==> src/rtl/i2s_tdm_source.sv <==
// i2s_tdm_source: frame FIFO feeding an I2S / left-justified / right-justified / TDM serial transmitter.
// Build option I2S_TDM_SOURCE_REPEAT_EN: on underrun resend the last popped frame instead of silence.
module i2s_tdm_source #(
  parameter int SAMPLE_BITS = 24,
  parameter int SLOT_BITS   = 32,
  parameter int NUM_CH      = 2,
  parameter int MCLK_DIV    = 4,
  parameter int FIFO_AW     = 2
) (
  input  logic                          i2s_master_clk,
  input  logic                          reset,
  input  logic                          enable,
  input  logic [1:0]                    fmt,
  input  logic [NUM_CH*SAMPLE_BITS-1:0] in_data,
  input  logic                          in_valid,
  output logic                          in_ready,
  output logic [FIFO_AW:0]              fifo_count,
  output logic                          underrun,
  output logic                          bck,
  output logic                          lrck,
  output logic                          sdata
);
  localparam int FRAME_W = NUM_CH * SAMPLE_BITS;
  localparam int DEPTH   = 1 << FIFO_AW;
  localparam int MW      = $clog2(MCLK_DIV);
  localparam int PW      = $clog2(SLOT_BITS);
  localparam int SW      = $clog2(NUM_CH);
  localparam int IW      = $clog2(SAMPLE_BITS);
`ifdef I2S_TDM_SOURCE_REPEAT_EN
  localparam bit REPEAT = 1'b1;
`else
  localparam bit REPEAT = 1'b0;
`endif
  localparam logic [1:0] FMT_LJ = 2'd1;
  localparam logic [1:0] FMT_RJ = 2'd2;

  logic [MW-1:0]      mclk_q, mclk_d;
  logic               bck_q, bck_d;
  logic [PW-1:0]      pos_q, pos_d;
  logic [SW-1:0]      slot_q, slot_d;
  logic               start_q, ready_en_q;
  logic [1:0]         fmt_q, fmt_d;
  logic               tx_on_q, tx_on_d;
  logic [FRAME_W-1:0] frame_q, frame_d;
  logic               lrck_q, lrck_d, sdata_q, sdata_d;
  logic               underrun_q, underrun_d;
  logic [FIFO_AW-1:0] wr_ptr_q, rd_ptr_q;
  logic [FIFO_AW:0]   count_q, count_d;
  logic [FRAME_W-1:0] mem [DEPTH];

  logic fall_tick, last_bit, frame_start, load;
  logic fifo_empty, fifo_full, push, pop;
  logic hit, lrck_bit, sdata_bit;
  logic [IW-1:0] idx;
  logic [SAMPLE_BITS-1:0] ch_sample [NUM_CH];

  assign fall_tick   = (mclk_q == MW'(MCLK_DIV - 1));
  assign last_bit    = (pos_q == PW'(SLOT_BITS - 1)) && (slot_q == SW'(NUM_CH - 1));
  // start_q makes the first cycle out of reset behave as a frame start at b=0
  assign frame_start = start_q | (fall_tick & last_bit);
  assign load        = start_q | fall_tick;
  assign fifo_empty  = (count_q == '0);
  assign fifo_full   = (count_q == (FIFO_AW + 1)'(DEPTH));
  assign pop         = frame_start & enable & ~fifo_empty;
  assign in_ready    = ready_en_q & (~fifo_full | pop);
  assign push        = in_valid & in_ready;

  always_comb begin
    mclk_d = fall_tick ? '0 : mclk_q + 1'b1;
    bck_d  = (mclk_d >= MW'(MCLK_DIV / 2));
    pos_d  = pos_q;
    slot_d = slot_q;
    if (start_q) begin
      pos_d  = '0;
      slot_d = '0;
    end else if (fall_tick) begin
      if (pos_q == PW'(SLOT_BITS - 1)) begin
        pos_d  = '0;
        slot_d = last_bit ? '0 : slot_q + 1'b1;
      end else begin
        pos_d = pos_q + 1'b1;
      end
    end
    fmt_d      = frame_start ? fmt : fmt_q;
    tx_on_d    = frame_start ? (enable & (~fifo_empty | REPEAT)) : tx_on_q;
    frame_d    = pop ? mem[rd_ptr_q] : frame_q;
    underrun_d = frame_start & enable & fifo_empty;
    count_d    = count_q;
    if (push && !pop) count_d = count_q + 1'b1;
    else if (pop && !push) count_d = count_q - 1'b1;
  end

  for (genvar gi = 0; gi < NUM_CH; gi++) begin : g_ch
    assign ch_sample[gi] = frame_d[(NUM_CH - 1 - gi) * SAMPLE_BITS +: SAMPLE_BITS];
  end

  // Outputs are computed for the bit being entered, so they change with bck falling
  always_comb begin
    hit = 1'b0;
    idx = '0;
    case (fmt_d)
      FMT_LJ: if (pos_d < PW'(SAMPLE_BITS)) begin
        hit = 1'b1;
        idx = IW'(PW'(SAMPLE_BITS - 1) - pos_d);
      end
      FMT_RJ: if (pos_d >= PW'(SLOT_BITS - SAMPLE_BITS)) begin
        hit = 1'b1;
        idx = IW'(PW'(SLOT_BITS - 1) - pos_d);
      end
      default: if (pos_d != '0 && pos_d <= PW'(SAMPLE_BITS)) begin
        hit = 1'b1;
        idx = IW'(PW'(SAMPLE_BITS) - pos_d);
      end
    endcase
    if (NUM_CH > 2) lrck_bit = (slot_d == '0) && (pos_d == '0);
    else if (fmt_d == FMT_LJ || fmt_d == FMT_RJ) lrck_bit = (slot_d == '0);
    else lrck_bit = (slot_d != '0);
    sdata_bit = tx_on_d & hit & ch_sample[slot_d][idx];
    lrck_d    = load ? lrck_bit : lrck_q;
    sdata_d   = load ? sdata_bit : sdata_q;
  end

  always_ff @(posedge i2s_master_clk or posedge reset) begin
    if (reset) begin
      mclk_q     <= '0;
      bck_q      <= 1'b0;
      pos_q      <= '0;
      slot_q     <= '0;
      start_q    <= 1'b1;
      ready_en_q <= 1'b0;
      fmt_q      <= '0;
      tx_on_q    <= 1'b0;
      frame_q    <= '0;
      lrck_q     <= 1'b0;
      sdata_q    <= 1'b0;
      underrun_q <= 1'b0;
      wr_ptr_q   <= '0;
      rd_ptr_q   <= '0;
      count_q    <= '0;
    end else begin
      mclk_q     <= mclk_d;
      bck_q      <= bck_d;
      pos_q      <= pos_d;
      slot_q     <= slot_d;
      start_q    <= 1'b0;
      ready_en_q <= 1'b1;
      fmt_q      <= fmt_d;
      tx_on_q    <= tx_on_d;
      frame_q    <= frame_d;
      lrck_q     <= lrck_d;
      sdata_q    <= sdata_d;
      underrun_q <= underrun_d;
      count_q    <= count_d;
      if (push) wr_ptr_q <= wr_ptr_q + 1'b1;
      if (pop) rd_ptr_q <= rd_ptr_q + 1'b1;
    end
  end

  always_ff @(posedge i2s_master_clk) begin
    if (push) mem[wr_ptr_q] <= in_data;
  end

  assign fifo_count = count_q;
  assign underrun   = underrun_q;
  assign bck        = bck_q;
  assign lrck       = lrck_q;
  assign sdata      = sdata_q;
endmodule

==> config.mk <==
export PLATFORM = sky130hd
export DESIGN_NAME = i2s_tdm_source
export DESIGN_NICKNAME = d
export VERILOG_FILES = /design/src/rtl/i2s_tdm_source.sv
export SDC_FILE = /design/constraint.sdc
export NUM_CORES = 1
export LEC_CHECK = 0
export ABC_CLOCK_PERIOD_IN_PS = 12200
export CORE_UTILIZATION = 41
export DETAILED_ROUTE_END_ITERATION = 6
export PLACE_DENSITY = 0.56
export REMOVE_ABC_BUFFERS = 1
export SLEW_MARGIN = 5
export SYNTH_ARGS = -nofsm -noshare
export SYNTH_HDL_FRONTEND = slang
export SYNTH_SLANG_ARGS = --single-unit
==> constraint.sdc <==
create_clock -name i2s_master_clk -period 12.2 [get_ports i2s_master_clk]
set_input_delay 2.44 -clock i2s_master_clk [delete_from_list [all_inputs] [get_ports i2s_master_clk]]
set_output_delay 2.44 -clock i2s_master_clk [all_outputs]
set_load 0.005 [all_outputs]
### Word level (Yosys, flattened, before mapping)

Memory sizes are Yosys's and may differ from the RTL's.
Cells that the tools add are included.

| cells by class | value |
|---|---|
| bitwise operators | 16 |
| reduce and logical (&&, ||, !) cells | 10 |
| add/subtract/negate cells | 10 |
| equality and inequality tests | 5 |
| magnitude comparators | 6 |
| multiplexer cells | 29 |

Operators by type and width:

| kind | count |
|---|---|
| 24-bit 2-to-1 mux | 3 |
| 48-bit 2-to-1 mux | 1 |
| 5-bit 2-to-1 mux | 6 |
| 5-bit subtractor (first input constant) | 3 |
| 1-bit 2-to-1 mux | 12 |
| 5-bit one-hot mux with 2 select lines | 1 |
| 1-bit bitwise AND | 9 |
| 2-bit by 1-bit adder with 2-bit output (second input constant) | 3 |
| 5-bit by 6-bit less-than comparator with 1-bit output (second input constant) | 1 |
| 3-bit 2-to-1 mux | 2 |
| 5-bit by 1-bit adder with 5-bit output (second input constant) | 1 |
| 1-bit binary-select mux with 5-bit select | 1 |
| 5-bit equality test (second input constant) | 1 |
| 5-bit by 4-bit >= comparator with 1-bit output (second input constant) | 1 |
| 5-bit less-or-equal comparator (second input constant) | 1 |
| 5-bit less-than comparator (second input constant) | 1 |
| 5-bit nonzero test | 1 |
| 2-bit equality test (second input constant) | 2 |
| 2-bit >= comparator (second input constant) | 2 |
| 1-bit logical AND | 4 |
| 2-bit 2-to-1 mux | 2 |
| 3-bit by 1-bit adder with 3-bit output (second input constant) | 1 |
| 3-bit equality test (second input constant) | 1 |
| 3-bit logical NOT | 1 |
| 10 further kinds | 15 |

| word-level totals | value |
|---|---|
| output and inout port bits | 8 |
| input bits | 54 |
| word-level logic and storage cells | 92 |
| RAM bits | 192 |
| flip-flop bits (word level) | 72 |
| memories | 1 |

Memory list:

| name | words | width | rd ports | clocked after memory_dff | write ports | line | source |
|---|---|---|---|---|---|---|---|
| mem | 4 | 48 | 1 | 0 | 1 | 49 | `logic [FRAME_W-1:0] mem [DEPTH];` |

### Logic depth before layout (Yosys ltp)

Gate-level depths: netlist of the first run.

| logic depth | value |
|---|---|
| word-level depth | 13 |
| gate-level depth with buffers | 18 |
| mapped depth without buffers | 17 |

### Least setup slack after synthesis of the first run

OpenSTA, ideal clock, no wires.

| timing | value |
|---|---|
| path type | input to output |
| start | input port enable |
| end | output port in_ready |
| data arrival time | 2820 ps |
| required time | 9760 ps |
| slack | 6940 ps |
| stages on the path | 2 |
| path buffers | 0 |
| cell sequence | nand2b_1 -> a31oi_1 |

| between the ends | value |
|---|---|
| longest elaborated chain between the ends | 4 |

Ends and longest elaborated chain:

| what | line | source |
|---|---|---|
| from (decl) | 12 | `input logic enable,` |
| 1-bit bitwise AND (2 in series) | 64 | `assign pop = frame_start & enable & ~fifo_empty;` |
| 1-bit OR | 65 | `assign in_ready = ready_en_q & (~fifo_full \| pop);` |
| 1-bit bitwise AND | 65 |  |
| to (decl) | 16 | `output logic in_ready,` |

No other way between the ends.

### Final worst setup path of the first run

Same ends and word-level chain as after synthesis.

==> summary.md, run 1 <==
The maximum net fanout on the critical path was 6. The vias after detailed routing is 5237. The flow ran to the end, and the final reports show no timing, DRC or antenna violations.

Number of endpoints failing setup at the final stage: 0. The tools report the start point of the worst min-delay path as mclk_q[0]. Headroom to the max-slew limit: 0.3709.

The antenna diode count is 0, and the fraction of final layout cells sized beyond drive strength 1 is 0.2853. Number of cells on the worst hold path: 1. The depth of the worst register-to-register path came out at 15. The signal on the critical path passes through clkdlybuf4s50_1, nand2b_1, a31oi_1, clkdlybuf4s50_1. The finished cells cover 12620 um^2. After clock tree synthesis, the repair step resized 0 gates.

The core region is 25400 um^2. The largest single stage delay on the critical path is 0.57 ns. TritonCTS built the clock tree.

The critical path crosses 4 cells after its start point. The run gives 0.4363 ns as the final worst hold slack. After detailed routing, the average wire length per cell comes to 19.62 um. The congestion estimate from routability-driven global placement came to 0.7849.

The tools report the sequential cell area fraction in the yosys report as 0.7056. Relative to the synthesized area, the layout overhead comes to 18.06%. CTS saw 263 sinks. The die span in y came out at 163.5 um. The run gives 0.4969 as the utilization of the core after routing.

The top cell types in the final layout, fill and taps aside, are edfxtp_1 (192), dfrtp_1 (68), clkdlybuf4s50_1 (61). Start point of the critical path: enable. The clock tree root driver cell is clkbuf_16. The run gives 0 as the total of hold buffers inserted after clock tree synthesis. Using the TritonRoute via totals, the vias-per-cell ratio works out to 5.295.

Worst-case clock skew: 0.007486 ns. The number of cell rows is 58. The tools report the number of max-slew violations in the final report as 0. The master of the slowest instance on the critical path is clkdlybuf4s50_1. STA puts the critical path data arrival time at 3.91 ns. The number of fillers in the final layout was 2115. The fraction of synthesis flops using an asynchronous set or reset pin was 0.2700. Start of the worst register-to-register path: pos_q[0]. The final HPWL from detailed placement came out at 11.34 mm. Most common cell after layout, fill and taps aside: edfxtp_1. The worst reg2reg path endpoint was sdata.

In this run the register-to-register setup slack is 7.29 ns. Buffer and inverter count on the worst path: 2. The dominant delay contributor by cell family on the critical path is buffers and inverters.

Counting distinct cell types in the post-synthesis netlist gives 68. In this run the remaining antenna-violating nets after routing total 0. For the data required time of the critical path, the log shows 9.76 ns. The worst hold path belongs to the class reg -> reg.

Minimum clock period after layout: 6.354 ns. The max capacitance violation total was 0. The tools report the synthesized area as 10690 um^2. For the initial antenna violation count, the log shows 0. The aggregate global-route resource usage is 0.1559.

The worst setup path is launched from an input port. Timing would allow up to 157.4 MHz. The accumulated negative setup slack was 0 ns. The setup path with the least slack is of type in -> out.

Synthesis produced a netlist whose cell count is 561. Summing all multi-input logic gate instances after layout gives 2973 um^2. For this run, the number of Yosys warnings is 0.

For the maximum level of the CTS H-tree, the log shows 1. The synthesized design contains 263 register bits. The global-route wire length before repair is 31.57 mm. Averaged over all synthesized cells, the footprint is 19.06 um^2.

In this run the post-CTS setup repair buffer count came out at 0. The total overflow left after global routing is 0. VDD sags by at most 114.0 uV.

The clock-pin slew on the worst setup and hold paths is 0.05 ns. The remaining routing DRC violations is 0, and the final critical-path share of the clock period is 0.5208. The count of buffers added on input and output ports is 61.

The analysis attributes to cell leakage a power of 0.004437 uW. Cell area after placement: 11670 um^2. The slew at the pin closest to its max-slew limit was 0.9437 ns; the number of CTS-inserted buffers was 29.

The width of the die is 163.5 um. The capturing element type of the critical path was a primary output. Setup repair after global routing left no endpoint under its margin. For this run, the detailed router's first-pass iteration total came to 4. For the worst-skew pair, the clock arrives at the later sink with an insertion delay of 0.52 ns.

The sequential cells in the finished layout cover a total of 7548 um^2. For the die footprint, the log shows 26730 um^2. In this run the power density over the cells is 208.5 nW/um^2. The tools report the maximum number of buffers from clock root to sink as 3.

The cell that appears most often on the critical path is clkdlybuf4s50_1. The maximum number of pins on one net before global-route repair is 72. The initial standard-cell utilization of the core was 0.4209; the final hold violation count was 0.

The final layout contains routed wiring with a total length of 19.41 mm. The worst hold path terminates at mclk_q[0]. The detailed router finished its first iteration with 279 violations.

For the number of global-route vias before repair, the log shows 5663. In the synthesized netlist the dominant register cell turns out to be edfxtp_1. Power comes to 2632 uW. The final layout net count was 708; the total I/O pin count was 62. The number of flops mapped to enable cells by yosys works out to 192.
-- logic make-up (layout without fill, tap and decap cells) --
| kind of cell | count (synthesis) | after routing | share of synthesized area |
|---|---|---|---|
| adders and majority gates | 17 | 17 | 0.02060 |
| xor gates and xnor gates | 8 | 8 | 0.006553 |
| AOI/OAI and AO/OA | 47 | 47 | 0.03605 |
| other | 2 | 2 | 0.0007024 |
| and+or+nand+nor | 71 | 71 | 0.03698 |
| buffers and inverters | 41 | 139 | 0.01685 |
| muxes | 112 | 112 | 0.1767 |
| DFF | 263 | 263 | 0.7056 |
-- final cells by class --
cell class,count,share of cell area
repair buffers,69,0.05313
clock buffers,42,0.06850
well taps,330,0.03271
flip-flops and latches,263,0.5980
clock inverters,11,0.007038
multi-input cells,257,0.2355
inverters,17,0.005056
-- report_power, final --
part	switching [uW]	total (uW)	internal, uW	leakage (uW)
registers	70.6	1200	1130	0.00259
logic	269	591	322	0.00138
clock network	329	839	510	0.000463
total	668	2630	1960	0.00444
-- worst max path at each step --
stage,to,slack [ns]
4_1_cts,in_ready,5.84
2_1_floorplan,in_ready,6.94
5_1_grt,in_ready,5.74
3_5_place_dp,in_ready,5.85
6_report,in_ready,5.85
3_3_place_gp,in_ready,5.88
-- Yosys cell counts (5+ instances only) --
library cell  count  area (um^2)
and3_1            6        37.54
buf_2             9        45.04
clkbuf_1          8        30.03
dfrtp_1          70         1752
edfxtp_1        192         5766
ha_1             16        200.2
inv_1            16        60.06
mux2_2           50        563.0
mux2i_1           5        50.05
mux4_2           55         1239
nand2_1          10        37.54
nand2b_1          5        31.28
nor2_1           14        52.55
nor3_1            9        45.04
o21ai_0           6        30.03
or2_2             5        31.28
-- registers in the layout, indices dropped and copies added, names as in the netlist --
signal	count
mem	192
frame_q	48
pos_q	5
fifo_count	3
fmt_q	2
rd_ptr_q	2
wr_ptr_q	2
bck	1
lrck	1
mclk_q	1
ready_en_q	1
sdata	1
slot_q	1
start_q	1
tx_on_q	1
underrun	1
-- metrics by stage --
stage	setup slack (ns)	instances
floorplan	6.940	537
global placement	5.881	936
detailed placement	5.850	936
CTS	5.838	989
global route	5.742	989
finish	5.846	989
-- worst register-to-register path, stage by stage (launching register included) --
cell,delay [ns]
dfrtp_1,0.42
ha_1,0.24
and3_1,0.19
ha_1,0.25
or4_4,0.52
a21oi_2,0.48
ha_1,0.24
o21ai_0,0.13
o31ai_4,0.42
a31oi_4,0.18
nor3_2,0.50
nor2_4,0.22
mux4_1,0.33
o22ai_1,0.11
or4_1,0.54
o211ai_2,0.08
-- routing by layer --
metal | GRT usage | part of all wire | up-vias
met1 | 0.2069 | 0.44 | 2705
met3 | 0.02539 | 0.045 | 34
met5 | 0 | 0 | -
li1 | - | - | 2389
met2 | 0.2643 | 0.49 | 109
met4 | 0.04545 | 0.024 | 0
Power figures use the tool's default switching activity.
==> run 2, diff against run 1 <==
--- a/config.mk
+++ b/config.mk
@@ -5,10 +5,10 @@
 export SDC_FILE = /design/constraint.sdc
 export NUM_CORES = 1
 export LEC_CHECK = 0
-export ABC_CLOCK_PERIOD_IN_PS = 12200
+export ABC_CLOCK_PERIOD_IN_PS = 5700
 export CORE_UTILIZATION = 41
 export DETAILED_ROUTE_END_ITERATION = 6
-export PLACE_DENSITY = 0.56
+export PLACE_DENSITY = 0.59
 export REMOVE_ABC_BUFFERS = 1
 export SLEW_MARGIN = 5
 export SYNTH_ARGS = -nofsm -noshare
==> constraint.sdc (replaced) <==
create_clock -name i2s_master_clk -period 5.7 [get_ports i2s_master_clk]
set_input_delay 1.14 -clock i2s_master_clk [delete_from_list [all_inputs] [get_ports i2s_master_clk]]
set_output_delay 1.14 -clock i2s_master_clk [all_outputs]
set_load 0.005 [all_outputs]
==> run 2 against run 1 <==
- design area fell by 0.80%
- clock power rose by 99%
- cell count fell by 0.40%
- via count rose by 0.46%
- critical endpoint is now sdata
- largest power group unchanged
==> summary.md, run 2 (synthesis results as in run 1) <==
The total I/O pin count was 62; the slew at the pin closest to its max-slew limit was 0.7671 ns. The placer congestion estimate came out at 0.8644. The first global-routing pass estimated 31.36 mm of wire. Detailed router's first-iteration violation count: 241. The run finished with clean final reports. The logs give 5590 for the number of global-route vias before repair and 0 for the remaining routing DRC violations.

In the final layout, the registers with the most flip-flops are mem: 192 flops, frame_q: 48 flops, pos_q: 5 flops. The cell sitting at the root of the clock tree is a clkbuf_16. For the worst setup path, the data required time is 6.14 ns. Top register by number of flip-flops: mem. The run gives 0 as the initial antenna violation count. The die span in y is 163.5 um, and the area inside the core boundary is 25400 um^2.

Dominant delay contributor by cell family on the critical path: compound AO/OA/AOI/OAI gates. The critical path goes through ha_1, and3_1, ha_1, or4_4, a21oi_2, ha_1, o21ai_0, o31ai_4, o21ai_1, a21oi_2, nor2_4, mux4_1, o22ai_1, or4_1, o211ai_2. For the headroom to the max-slew limit, the log shows 0.4886. The average vias per placed instance was 5.341; the delay of the slowest critical-path stage was 0.53 ns. By instance count, the cell type seen most on the critical path is ha_1. Setup repair after global routing left no endpoint under its margin. The total congestion overflow after global routing was 0. The tools report the capturing element type of the critical path as a flip-flop. TritonCTS built the clock tree. The count of buffers inserted at the top-level ports was 61; the critical path arrival was 5.28 ns. Average wire per standard cell: 20.14 um.

The tools report the accumulated negative setup slack as 0 ns. Fraction of final layout cells sized beyond drive strength 1: 0.2718. The area growth from synthesis to layout is 17.11%. The clock net in this run drives a total of 263 sinks.

Total setup buffers inserted after CTS: 0. The clock-pin slew on the worst setup and hold paths was 0.06 ns; the width of the die was 163.5 um. The number of non-filler instances in the completed layout is 985, and the number of max-slew violations in the final report is 0. Post-CTS repair changed the size of 0 cells. Detailed placement ended at an HPWL of 12.78 mm.

The longest clock path from root to sink contains 3 buffers. The largest vdd supply drop is 231.0 uV, and the antenna diode count is 0. For the worst-skew pair, the clock arrives at the later sink with an insertion delay of 0.52 ns.

Leaving out fill and tap cells, the most frequent cell in the layout is edfxtp_1. The tools report the number of placed cells counting well taps as 936. The worst-case clock skew is 0.005527 ns, and the total of hold buffers inserted after clock tree synthesis is 0. The die covers 26730 um^2. The register with the most flip-flops in the layout has 192 of them. In this run the worst path has a maximum fanout of 11. Setup violations remaining at the end of the flow were counted as 0.

The run gives 5261 as the vias after detailed routing. For the sum of routed wire length over all layers, the log shows 19.84 mm. The startpoint type of the worst setup path is a flip-flop.

Entering global routing, the biggest net connects 43 pins. The logs give 0 for the residual antenna-violating net count after detailed routing and 206.6 MHz for the achievable clock frequency. In the final design database the tool counted 706 nets. Final critical-path share of the clock period: 0.8490. The class of the tightest hold or removal check is reg -> reg. The tools report the maximum level of the CTS H-tree as 1. The logs give 0.004392 uW for the standby leakage power and 0 for the max capacitance violation total. The run gives 0 as the final hold violation count. Power spread over the standard cell area amounts to 444.3 nW/um^2. After layout, the minimum clock period comes to 4.839 ns.

The classification of the worst setup path was reg -> reg. Buffers inserted during clock tree synthesis total 27. Among all stages on the critical path, the largest delay is contributed by or4_4. In this run the core area contains 58 standard-cell rows. The utilization of the core after routing came out at 0.4930. The pre-antenna-repair detailed-routing pass consisted of 4 iterations. Leaving out fill and tap cells, the most frequent cells in the layout are edfxtp_1 (192), dfrtp_1 (68), clkdlybuf4s50_1 (61). The aggregate global-route resource usage was 0.1556; the initial standard-cell utilization of the core was 0.4209. The critical path contains buffers and inverters numbering 0 combined.
-- run 2: final cells by class --
type	count	area [um^2]
clock inverter	11	105.1
fill	2127	12880
multi-input combinational	257	2973
timing repair buffer	69	670.6
sequential	263	7548
clock buffer	38	747.0
inverter	17	63.81
tap	330	412.9
-- run 2: power breakdown --
group | internal [uW] | total (uW) | switching [uW] | leakage (uW)
combinational | 693 | 1260 | 569 | 0.00138
clock | 1000 | 1670 | 675 | 0.000417
sequential | 2420 | 2630 | 206 | 0.00259
total | 4110 | 5560 | 1450 | 0.00439
-- run 2: worst paths after layout --
| path | start | slack [ns] | endpoint | cells past startpoint |
|---|---|---|---|---|
| max in group asynchronous | reset | 3.66 | rd_ptr_q[0] | 3 |
| min reg2reg | mclk_q[0] | 0.44 | mclk_q[0] | 1 |
| max reg2reg | pos_q[0] | 0.86 | sdata | 15 |
| min in group asynchronous | reset | 1.04 | fmt_q[0] | 2 |
| max | pos_q[0] | 0.86 | sdata | 15 |
| min | mclk_q[0] | 0.44 | mclk_q[0] | 1 |
-- run 2: per-stage QoR --
stage,worst slack (ns),hold slack [ns],power (uW),area (um^2)
floorplan,1.426,0.4007,3521,10580
global placement,1.201,0.4117,3939,11670
detailed placement,0.9110,0.4246,3970,11670
CTS,0.8949,0.4399,5660,12520
global route,0.6346,0.4566,5841,12520
finish,0.8608,0.4355,5562,12520
-- run 2: per-layer routing --
metal	wire, um	global-route usage	up-vias
met5	0	0	-
met4	533	0.05135	0
met3	978	0.02235	36
met2	9702	0.2569	128
met1	8628	0.2122	2714
li1	-	-	2383
